`src/rtl/led_bar_sequencer_if.sv`:
```
// Table-write, run-configuration and status bundle for led_bar_sequencer.
// master drives the table and run settings and observes the bar; slave is the sequencer.
interface led_bar_sequencer_if #(
    parameter int N_LED = 16,
    parameter int DEPTH = 8,
    parameter int DIV_W = 16
);
    localparam int LW = $clog2(N_LED + 1);
    localparam int IW = $clog2(DEPTH + 1);
    localparam int AW = $clog2(DEPTH);

    logic             wr_en;
    logic [AW-1:0]    wr_addr;
    logic [LW-1:0]    wr_data;
    logic [IW-1:0]    seq_len;
    logic [DIV_W-1:0] step_div;
    logic [N_LED-1:0] led;
    logic [LW-1:0]    level;
    logic [1:0]       state;
    logic [IW-1:0]    index;
    logic             done;

    modport master (
        output wr_en, wr_addr, wr_data, seq_len, step_div,
        input  led, level, state, index, done
    );

    modport slave (
        input  wr_en, wr_addr, wr_data, seq_len, step_div,
        output led, level, state, index, done
    );
endinterface

```
`src/rtl/led_bar_sequencer.sv`:
```
// Thermometer LED bar that walks a waypoint table one step per prescaler tick after a push-button flick.
// Flick acts 3 clk after it is seen high; HOLD takes 1 clk per waypoint; no backpressure, done is a 1-clk pulse.
module led_bar_sequencer #(
    parameter int N_LED = 16,
    parameter int DEPTH = 8,
    parameter int DIV_W = 16
) (
    input  logic               clk,
    input  logic               reset,
    input  logic               flick,
    led_bar_sequencer_if.slave bus
);
    localparam int LW = $clog2(N_LED + 1);
    localparam int IW = $clog2(DEPTH + 1);
    localparam int AW = $clog2(DEPTH);

    localparam logic [1:0] S_IDLE = 2'b00;
    localparam logic [1:0] S_RISE = 2'b01;
    localparam logic [1:0] S_FALL = 2'b10;
    localparam logic [1:0] S_HOLD = 2'b11;

    localparam logic [LW-1:0] LVL_MAX  = LW'(N_LED);
    localparam logic [LW-1:0] LVL_HALF = LW'(N_LED / 2);
    localparam logic [IW-1:0] LEN_MAX  = IW'(DEPTH);

    function automatic logic [LW-1:0] tbl_rst(input int i);
        case (i)
            0, 2:    tbl_rst = LVL_MAX;
            1, 4:    tbl_rst = LVL_HALF;
            default: tbl_rst = '0;
        endcase
    endfunction

    logic             sync1_q, sync1_d;
    logic             sync2_q, sync2_d;
    logic             edge_q, edge_d;
    logic [1:0]       state_q, state_d;
    logic [LW-1:0]    level_q, level_d;
    logic [IW-1:0]    index_q, index_d;
    logic [IW-1:0]    len_q, len_d;
    logic             done_q, done_d;
    logic [DIV_W-1:0] cnt_q, cnt_d;
    logic [DIV_W-1:0] div_q, div_d;
    logic [LW-1:0]    tbl_q [DEPTH];
    logic [LW-1:0]    tbl_d [DEPTH];

    logic             flick_evt;
    logic             tick;
    logic [LW-1:0]    target;
    logic [N_LED-1:0] led_w;

    assign flick_evt = sync2_q & ~edge_q;
    assign tick      = (cnt_q == div_q);
    assign target    = tbl_q[index_q[AW-1:0]];

    always_comb begin
        sync1_d = flick;
        sync2_d = sync1_q;
        edge_d  = sync2_q;
        state_d = state_q;
        level_d = level_q;
        index_d = index_q;
        len_d   = len_q;
        done_d  = 1'b0;
        tbl_d   = tbl_q;

        case (state_q)
            S_IDLE: begin
                // the write lands before the run's first HOLD reads the table
                if (bus.wr_en && (int'(bus.wr_addr) < DEPTH)) begin
                    tbl_d[bus.wr_addr] = (bus.wr_data > LVL_MAX) ? LVL_MAX : bus.wr_data;
                end
                if (flick_evt) begin
                    len_d = (bus.seq_len > LEN_MAX) ? LEN_MAX : bus.seq_len;
                    if (len_d == '0) begin
                        done_d = 1'b1;
                    end else begin
                        index_d = '0;
                        level_d = '0;
                        state_d = S_HOLD;
                    end
                end
            end
            S_HOLD: begin
                if (index_q >= len_q) begin
                    state_d = S_IDLE;
                    level_d = '0;
                    index_d = '0;
                    done_d  = 1'b1;
                end else if (target > level_q) begin
                    state_d = S_RISE;
                end else if (target < level_q) begin
                    state_d = S_FALL;
                end else begin
                    index_d = index_q + IW'(1);
                end
            end
            S_RISE: begin
                if (tick) begin
                    level_d = level_q + LW'(1);
                    if (level_d == target) begin
                        index_d = index_q + IW'(1);
                        state_d = S_HOLD;
                    end
                end
            end
            default: begin
                // a flick while falling backs up one waypoint and re-climbs from here
                if (flick_evt && (index_q != '0)) begin
                    index_d = index_q - IW'(1);
                    state_d = S_HOLD;
                end else if (tick) begin
                    level_d = level_q - LW'(1);
                    if (level_d == target) begin
                        index_d = index_q + IW'(1);
                        state_d = S_HOLD;
                    end
                end
            end
        endcase
    end

    // step_div is only picked up when the count restarts, so a mid-run change lands at a wrap
    always_comb begin
        cnt_d = cnt_q + DIV_W'(1);
        div_d = div_q;
        if ((state_q == S_IDLE) || tick ||
            ((state_d != S_IDLE) && (state_d != state_q))) begin
            cnt_d = '0;
            div_d = bus.step_div;
        end
    end

    always_comb begin
        led_w = '0;
        for (int i = 0; i < N_LED; i++) begin
            led_w[i] = (i < int'(level_q));
        end
    end

    always_ff @(posedge clk or negedge reset) begin
        if (!reset) begin
            sync1_q <= 1'b0;
            sync2_q <= 1'b0;
            edge_q  <= 1'b0;
            state_q <= S_IDLE;
            level_q <= '0;
            index_q <= '0;
            len_q   <= '0;
            done_q  <= 1'b0;
            cnt_q   <= '0;
            div_q   <= '0;
            for (int i = 0; i < DEPTH; i++) begin
                tbl_q[i] <= tbl_rst(i);
            end
        end else begin
            sync1_q <= sync1_d;
            sync2_q <= sync2_d;
            edge_q  <= edge_d;
            state_q <= state_d;
            level_q <= level_d;
            index_q <= index_d;
            len_q   <= len_d;
            done_q  <= done_d;
            cnt_q   <= cnt_d;
            div_q   <= div_d;
            tbl_q   <= tbl_d;
        end
    end

    assign bus.led   = led_w;
    assign bus.level = level_q;
    assign bus.state = state_q;
    assign bus.index = index_q;
    assign bus.done  = done_q;
endmodule
```
`src/flat_wrapper.sv`:
```
// flat-port wrapper written by rule: the top's interface ports become plain ports
module led_bar_sequencer_flat 
#(
    parameter int N_LED = 16,
    parameter int DEPTH = 8,
    parameter int DIV_W = 16
)
  (clk, reset, flick, bus_wr_en, bus_wr_addr, bus_wr_data, bus_seq_len, bus_step_div, bus_led, bus_level, bus_state, bus_index, bus_done);
  led_bar_sequencer_if #(.N_LED(N_LED), .DEPTH(DEPTH), .DIV_W(DIV_W)) bus_i ();
  input  logic clk;
  input  logic reset;
  input  logic flick;
  input wire logic [$bits(bus_i.wr_en)-1:0] bus_wr_en;
  input wire logic [$bits(bus_i.wr_addr)-1:0] bus_wr_addr;
  input wire logic [$bits(bus_i.wr_data)-1:0] bus_wr_data;
  input wire logic [$bits(bus_i.seq_len)-1:0] bus_seq_len;
  input wire logic [$bits(bus_i.step_div)-1:0] bus_step_div;
  output wire logic [$bits(bus_i.led)-1:0] bus_led;
  output wire logic [$bits(bus_i.level)-1:0] bus_level;
  output wire logic [$bits(bus_i.state)-1:0] bus_state;
  output wire logic [$bits(bus_i.index)-1:0] bus_index;
  output wire logic [$bits(bus_i.done)-1:0] bus_done;
  assign bus_i.wr_en = bus_wr_en;
  assign bus_i.wr_addr = bus_wr_addr;
  assign bus_i.wr_data = bus_wr_data;
  assign bus_i.seq_len = bus_seq_len;
  assign bus_i.step_div = bus_step_div;
  assign bus_led = bus_i.led;
  assign bus_level = bus_i.level;
  assign bus_state = bus_i.state;
  assign bus_index = bus_i.index;
  assign bus_done = bus_i.done;
  led_bar_sequencer #(.N_LED(N_LED), .DEPTH(DEPTH), .DIV_W(DIV_W)) u_core (.clk(clk), .reset(reset), .flick(flick), .bus(bus_i));
endmodule
```
`config.mk`:
```
export PLATFORM = sky130hd
export DESIGN_NAME = led_bar_sequencer_flat
export DESIGN_NICKNAME = d
export VERILOG_FILES = /design/src/rtl/led_bar_sequencer_if.sv /design/src/rtl/led_bar_sequencer.sv /design/src/flat_wrapper.sv
export SDC_FILE = /design/constraint.sdc
export NUM_CORES = 1
export LEC_CHECK = 0
export ABC_AREA = 0
export CAP_MARGIN = 20
export CELL_PAD_IN_SITES_DETAIL_PLACEMENT = 0
export CELL_PAD_IN_SITES_GLOBAL_PLACEMENT = 2
export CORE_MARGIN = 4
export CORE_UTILIZATION = 33
export CTS_BUF_LIST = sky130_fd_sc_hd__clkbuf_16
export CTS_CLUSTER_DIAMETER = 80
export DETAILED_ROUTE_END_ITERATION = 8
export GPL_TIMING_DRIVEN = 0
export PLACE_DENSITY_LB_ADDON = 0.08
export SYNTH_ARGS = -nofsm -noshare
export SYNTH_HDL_FRONTEND = slang
export SYNTH_SLANG_ARGS = --single-unit
```
`constraint.sdc`:
```
create_clock -name clk -period 3.8 [get_ports clk]
set_input_delay 0.95 -clock clk [delete_from_list [all_inputs] [get_ports clk]]
set_output_delay 0.95 -clock clk [all_outputs]
set_load 0.02 [all_outputs]
```
# After elaboration in Yosys (flattened, before gate mapping)
# Index checks and enable logic that the tools add are counted.
# word_totals
regBits	91
output_inout_bits	28
# classes
n_addsub	5
n_lt_le_gt_ge	24
n_eq_ne	14
mux	42
bitwise_logic	4
reduce_logical	16
# op_table
op	n
2-to-1 mux 5 bit	10
2-to-1 mux 4 bit	11
bitwise mux 40 bit	1
< comparator 4 x 5 -> 1 bit (first input constant)	8
< comparator 3 x 5 -> 1 bit (first input constant)	4
2-to-1 mux 2 bit	10
adder 16 x 1 -> 16 bit (second input constant)	1
equality test 16 bit	1
2-to-1 mux 16 bit	1
binary-select mux 5 bit (select 3 bit)	1
demux 5 bit (select 3 bit)	1
case mux 5 bit (3 select lines)	1
case mux 4 bit (3 select lines)	1
equality test 5 bit	2
< comparator 1 x 5 -> 1 bit (first input constant)	2
< comparator 2 x 5 -> 1 bit (first input constant)	2
>= comparator 4 bit (second input constant)	2
inequality test 2 x 1 -> 1 bit (second input constant)	4
inverter 3 -> 4 bit	2
AND reduction 8 bit	1
nonzero test 4 bit	2
inequality test 3 x 2 -> 1 bit (second input constant)	2
case mux 2 bit (3 select lines)	1
AND reduction 6 bit	1
other kinds (27)	33

# Depth between registers and ports, before layout
# logic_depth
word_depth	13
mapped_depth	17
ltp_nobuf	13

# Worst setup path after synthesis
# OpenSTA, ideal clock, no wires.
# synth_path
path_type	reg-to-reg
start	reg u_core.index_q[0] (netlist: u_core.bus.index[0])
end	reg u_core.div_q[0]
setup_time_ns	0.128
arrival_time_ns	3.687
required_time_ns	3.672
setup_slack_ns	-0.015
path_stages_with_launch	16
synth_period_minus_slack_ns	3.815
path_cell_list	dfrtp_1 buf_6 buf_2 mux4_2 mux2i_1 inv_2 ha_1 nand2_1 a21oi_1 a211o_1 inv_1 o311ai_0 o21ai_0 a31o_2 buf_2 mux2_1
# synth_via
elab_chain_cells	12
word_cells_on_any_way	24
# synth_rtl
item	line	text
from (decl)	led_bar_sequencer.sv:39	logic [IW-1:0] index_q, index_d;
from (signal assigned)	led_bar_sequencer.sv:162	index_q <= index_d;
inverter 3 -> 4 bit (not written as such)	led_bar_sequencer.sv:54	assign target = tbl_q[index_q[AW-1:0]];
binary-select mux 5 bit (select 3 bit)	led_bar_sequencer.sv:54	
2-to-1 mux 5 bit (not written as such) (2 in series)	led_bar_sequencer.sv:54	
< comparator 5 bit or equality test 5 bit (tied branches)	led_bar_sequencer.sv:92, led_bar_sequencer.sv:114	
2-to-1 mux 2 bit (on tied branches)	led_bar_sequencer.sv:92, led_bar_sequencer.sv:114	
2-to-1 mux 2 bit (on tied branches)	led_bar_sequencer.sv:90, led_bar_sequencer.sv:112	
2-to-1 mux 2 bit (on tied branches)	led_bar_sequencer.sv:85, led_bar_sequencer.sv:109	
case mux 2 bit (3 select lines) (*)	led_bar_sequencer.sv:67	case (state_q)
inequality test 2 bit or nonzero test 2 bit (tied branches)	led_bar_sequencer.sv:128	((state_d != S_IDLE) && (state_d != state_q))) begin
logical AND 1 bit (*)	led_bar_sequencer.sv:128	
logical OR 1 bit (*)	led_bar_sequencer.sv:127	if ((state_q == S_IDLE) || tick ||
to (signal assigned)	led_bar_sequencer.sv:166	div_q <= div_d;
to (decl)	led_bar_sequencer.sv:43	logic [DIV_W-1:0] div_q, div_d;
# Every way passes the cells marked *; elsewhere a longest branch is shown, timed or not. The select of a mux whose other input is x is not followed.
# A chain may end at the register's enable or synchronous reset.

# Worst setup path in the final report
# layout_path
start	reg u_core.index_q[0] (netlist: u_core.bus.index[0])
end	reg u_core.div_q[15]
# The elaborated chain is that of the path after synthesis.

==> results.yml <==
floorplan:
  ios: 60
  die_h_um: 132
  die_w_um: 132
  dieArea_mm2: 0.0175
  initial_core_util_pct: 33.6
  fp-row-count: 45
  core_area_mm2: 0.0152
global_route:
  grt_pass1_vias: 3778
  grt_max_degree: 61
  grt-ovfl-total: 0
  gr-max-usage-layer: "met2"
  grtUsageMet3_pct: 3.24
  use_met1_pct: 21.3
  grt_pass1_wl_um: 20700
  grt_antenna_before_repair: 0
  grtUsageMet2_pct: 22.8
  grt_usage_pct: 14.9
hold_path:
  hold_path.class: "reg -> reg"
drt:
  drt_iter0_markers: 126
  detail-route-antenna-nets: 0
  num_vias: 3718
  routedWlPerCell_um: 16.8
  totalWireLength_um: 12500
  viasPerCell: 5.00
  post-route-drc-count: 0
  drt-pass1-iter-count: 4
synth:
  syn_area_mm2: 0.00511
  yosys_most_used_dff: "dfrtp_1"
  synth_warnings: 0
  synthArstFlopShare_pct: 100
  syn_area_per_cell_um2: 10.8
  synth_edf_count: 0
  synth_nets: 525
  synthCells: 474
  synth.distinct_cells: 60
  synth_seq_cells: 91
  ys_seq_area_share_pct: 44.7
layout:
  final_cell_mix: "dfrtp_1 (86), clkdlybuf4s50_1 (58), nor2_1 (42), mux2_2 (33), nand2_1 (30)"
  multiInputGateArea_mm2: 0.00275
  drive_above_1_share_pct: 17.4
  fillers: 1502
  regArea_mm2: 0.00228
  area_growth_pct: 26.2
  fin_nets: 603
  layoutNonFillerInstCount: 744
  n_antenna_cell: 0
  final_common_cell: "dfrtp_1"
cts:
  htree_levels: 3
  clkSinkCount: 91
  clock_latency_ps: 340
  clk_pin_slew_worst_paths_ps: 60
  cts_root_buf: "clkbuf_16"
  cts_tree: "yes"
  cts_hold_buf: 0
  numCtsBuffers: 9
  ctsLongestPathBuffers: 2
timing:
  worst_pin_slew_ps: 968
  tns_ps: 0
  rsz0062_at_grt: "false"
  whs_ps: 358
  fin_crit_ps: 3610
  final_hold_viol_count: 0
  fmax_mhz: 277
  fin_crit_sh_pct: 95.0
  worst_slack_ps: 189
  finalMaxSlewViolations: 0
  clock_skew_ps: 5.29
  setup_viol: 0
  relSlewSlack_pct: 35.2
run:
  cap_violations: 0
placement:
  gp_congestion: 0.778
  dp_hpwl_um: 9240
  post-place-ws_ps: -838
  io_buffers: 59
  numPlacedInstances: 722
critical_path:
  crit_buf_inv: 4
  crit_path_cell_trace: "buf_6 > buf_8 > mux4_2 > mux2i_4 > inv_2 > ha_4 > nand2_1 > a21oi_1 > a211o_1 > nor2_4 > a2111oi_4 > a2bb2oi_2 > a31o_2 > buf_4 > mux2_1"
  crit_type: "reg -> reg"
  worstPathRequired_ps: 4030
  end_kind: "flop"
  critPathTopFamily: "compound AO/OA/AOI/OAI gates"
  critPathSlowestCell: "mux4_2"
  start_kind: "flop"
  critical_path.max_stage_delay_ps: 560
  cp_max_fo: 10
  arrival_ps: 3840
power_and_ir_drop:
  cellPowerDensity_mw_per_mm2: 830
  power_frac_seq_pct: 29.5
  swShare_pct: 39.2
  leakage_nw: 2.80
  power_frac_clock_pct: 17.9
  comb_power_share_pct: 52.6
  ir_drop_mv: 0.300
  power.internal_mw: 3.25
  power.switching_mw: 2.10
run_status:
  status: "complete, no violations"
## per-layer routing
| metal | part of all wire, % | vias to the layer above |
|---|---|---|
| met3 | 3.2 | 10 |
| li1 | - | 1831 |
| met4 | 1.2 | 0 |
| met2 | 45 | 55 |
| met1 | 51 | 1822 |
| met5 | 0 | - |
## final timing paths
check                                    start             endpoint  slack, ps  cells past startpoint
max                        u_core.bus.index[0]     u_core.div_q[15]        190                     15
min                             u_core.sync1_q        u_core.edge_d        360                      0
min reg2reg                     u_core.sync1_q        u_core.edge_d        360                      0
min in group asynchronous                reset  u_core.bus.level[3]        550                      1
max in group asynchronous                reset     u_core.tbl_q[33]       2560                      2
max reg2reg                u_core.bus.index[0]     u_core.div_q[15]        190                     15
## repair_timing
item                       in CTS  in global routing
setup buffers                   2                  5
resized for setup              14                 15
pin swaps                       3                  3
setup endpoints to repair      33                 27
## per-stage QoR
| stage | utilization, % | total power [mW] | cell area [µm²] |
|---|---|---|---|
| after floorplan | - | 3.36 | 5110 |
| after global placement | 39.0 | 4.16 | 5930 |
| after detailed placement | 39.2 | 4.20 | 5960 |
| after CTS | 41.6 | 5.28 | 6330 |
| after global routing | 42.4 | 5.77 | 6440 |
| final | 42.4 | 5.35 | 6440 |
## cell usage after synthesis (8+ instances only)
cell,instances,area share [%]
a21oi_1,10,0.98
dfrtp_1,87,43
ha_1,19,4.7
inv_1,19,1.4
mux2_1,27,6.0
mux2_2,33,7.3
mux2i_1,9,1.8
nand2_1,30,2.2
nand3_1,20,2.0
nor2_1,44,3.2
nor2b_1,9,1.1
o21ai_0,18,1.8
o21ai_1,8,0.78
xnor2_1,13,2.2
xor2_1,26,4.5
## state kept, by name, indices dropped and copies added, names as in the netlist, 2 cells and up
name / flops
u_core.cnt_q: 16
u_core.bus.index: 4
u_core.bus.level: 5
u_core.div_q: 16
u_core.bus.state: 2
u_core.len_q: 4
u_core.tbl_q: 40
## power groups by stage
stage / Combinational, mW / Clock [mW] / Sequential [mW]
after floorplan: 1.79 / 0 / 1.57
after global placement: 2.56 / 0 / 1.60
after detailed placement: 2.59 / 0 / 1.61
after CTS: 2.70 / 0.993 / 1.59
after global routing: 3.11 / 1.03 / 1.64
final: 2.81 / 0.958 / 1.58
## area by class of cell
cell class	instances	area share [%]
repair buffers	67	10.4
flip-flops and latches	91	35.4
multi-input cells	344	42.7
plain buffers	15	1.57
clock buffers	9	3.50
inverters	24	1.40
clock inverters	6	1.38
well taps	188	3.65
## logic make-up (layout without fill, tap and decap cells)
group / Yosys count / after routing / synth area share, %
AND/OR/NAND/NOR: 141 / 141 / 13.3
flip-flops: 91 / 91 / 44.7
multiplexers: 76 / 76 / 18.1
AO/OA/AOI/OAI: 68 / 68 / 8.94
XOR/XNOR: 40 / 40 / 7.13
buffers and inverters: 39 / 121 / 3.16
adder cells (fa/ha/maj): 19 / 19 / 4.66
Power figures use the tool's default switching activity.
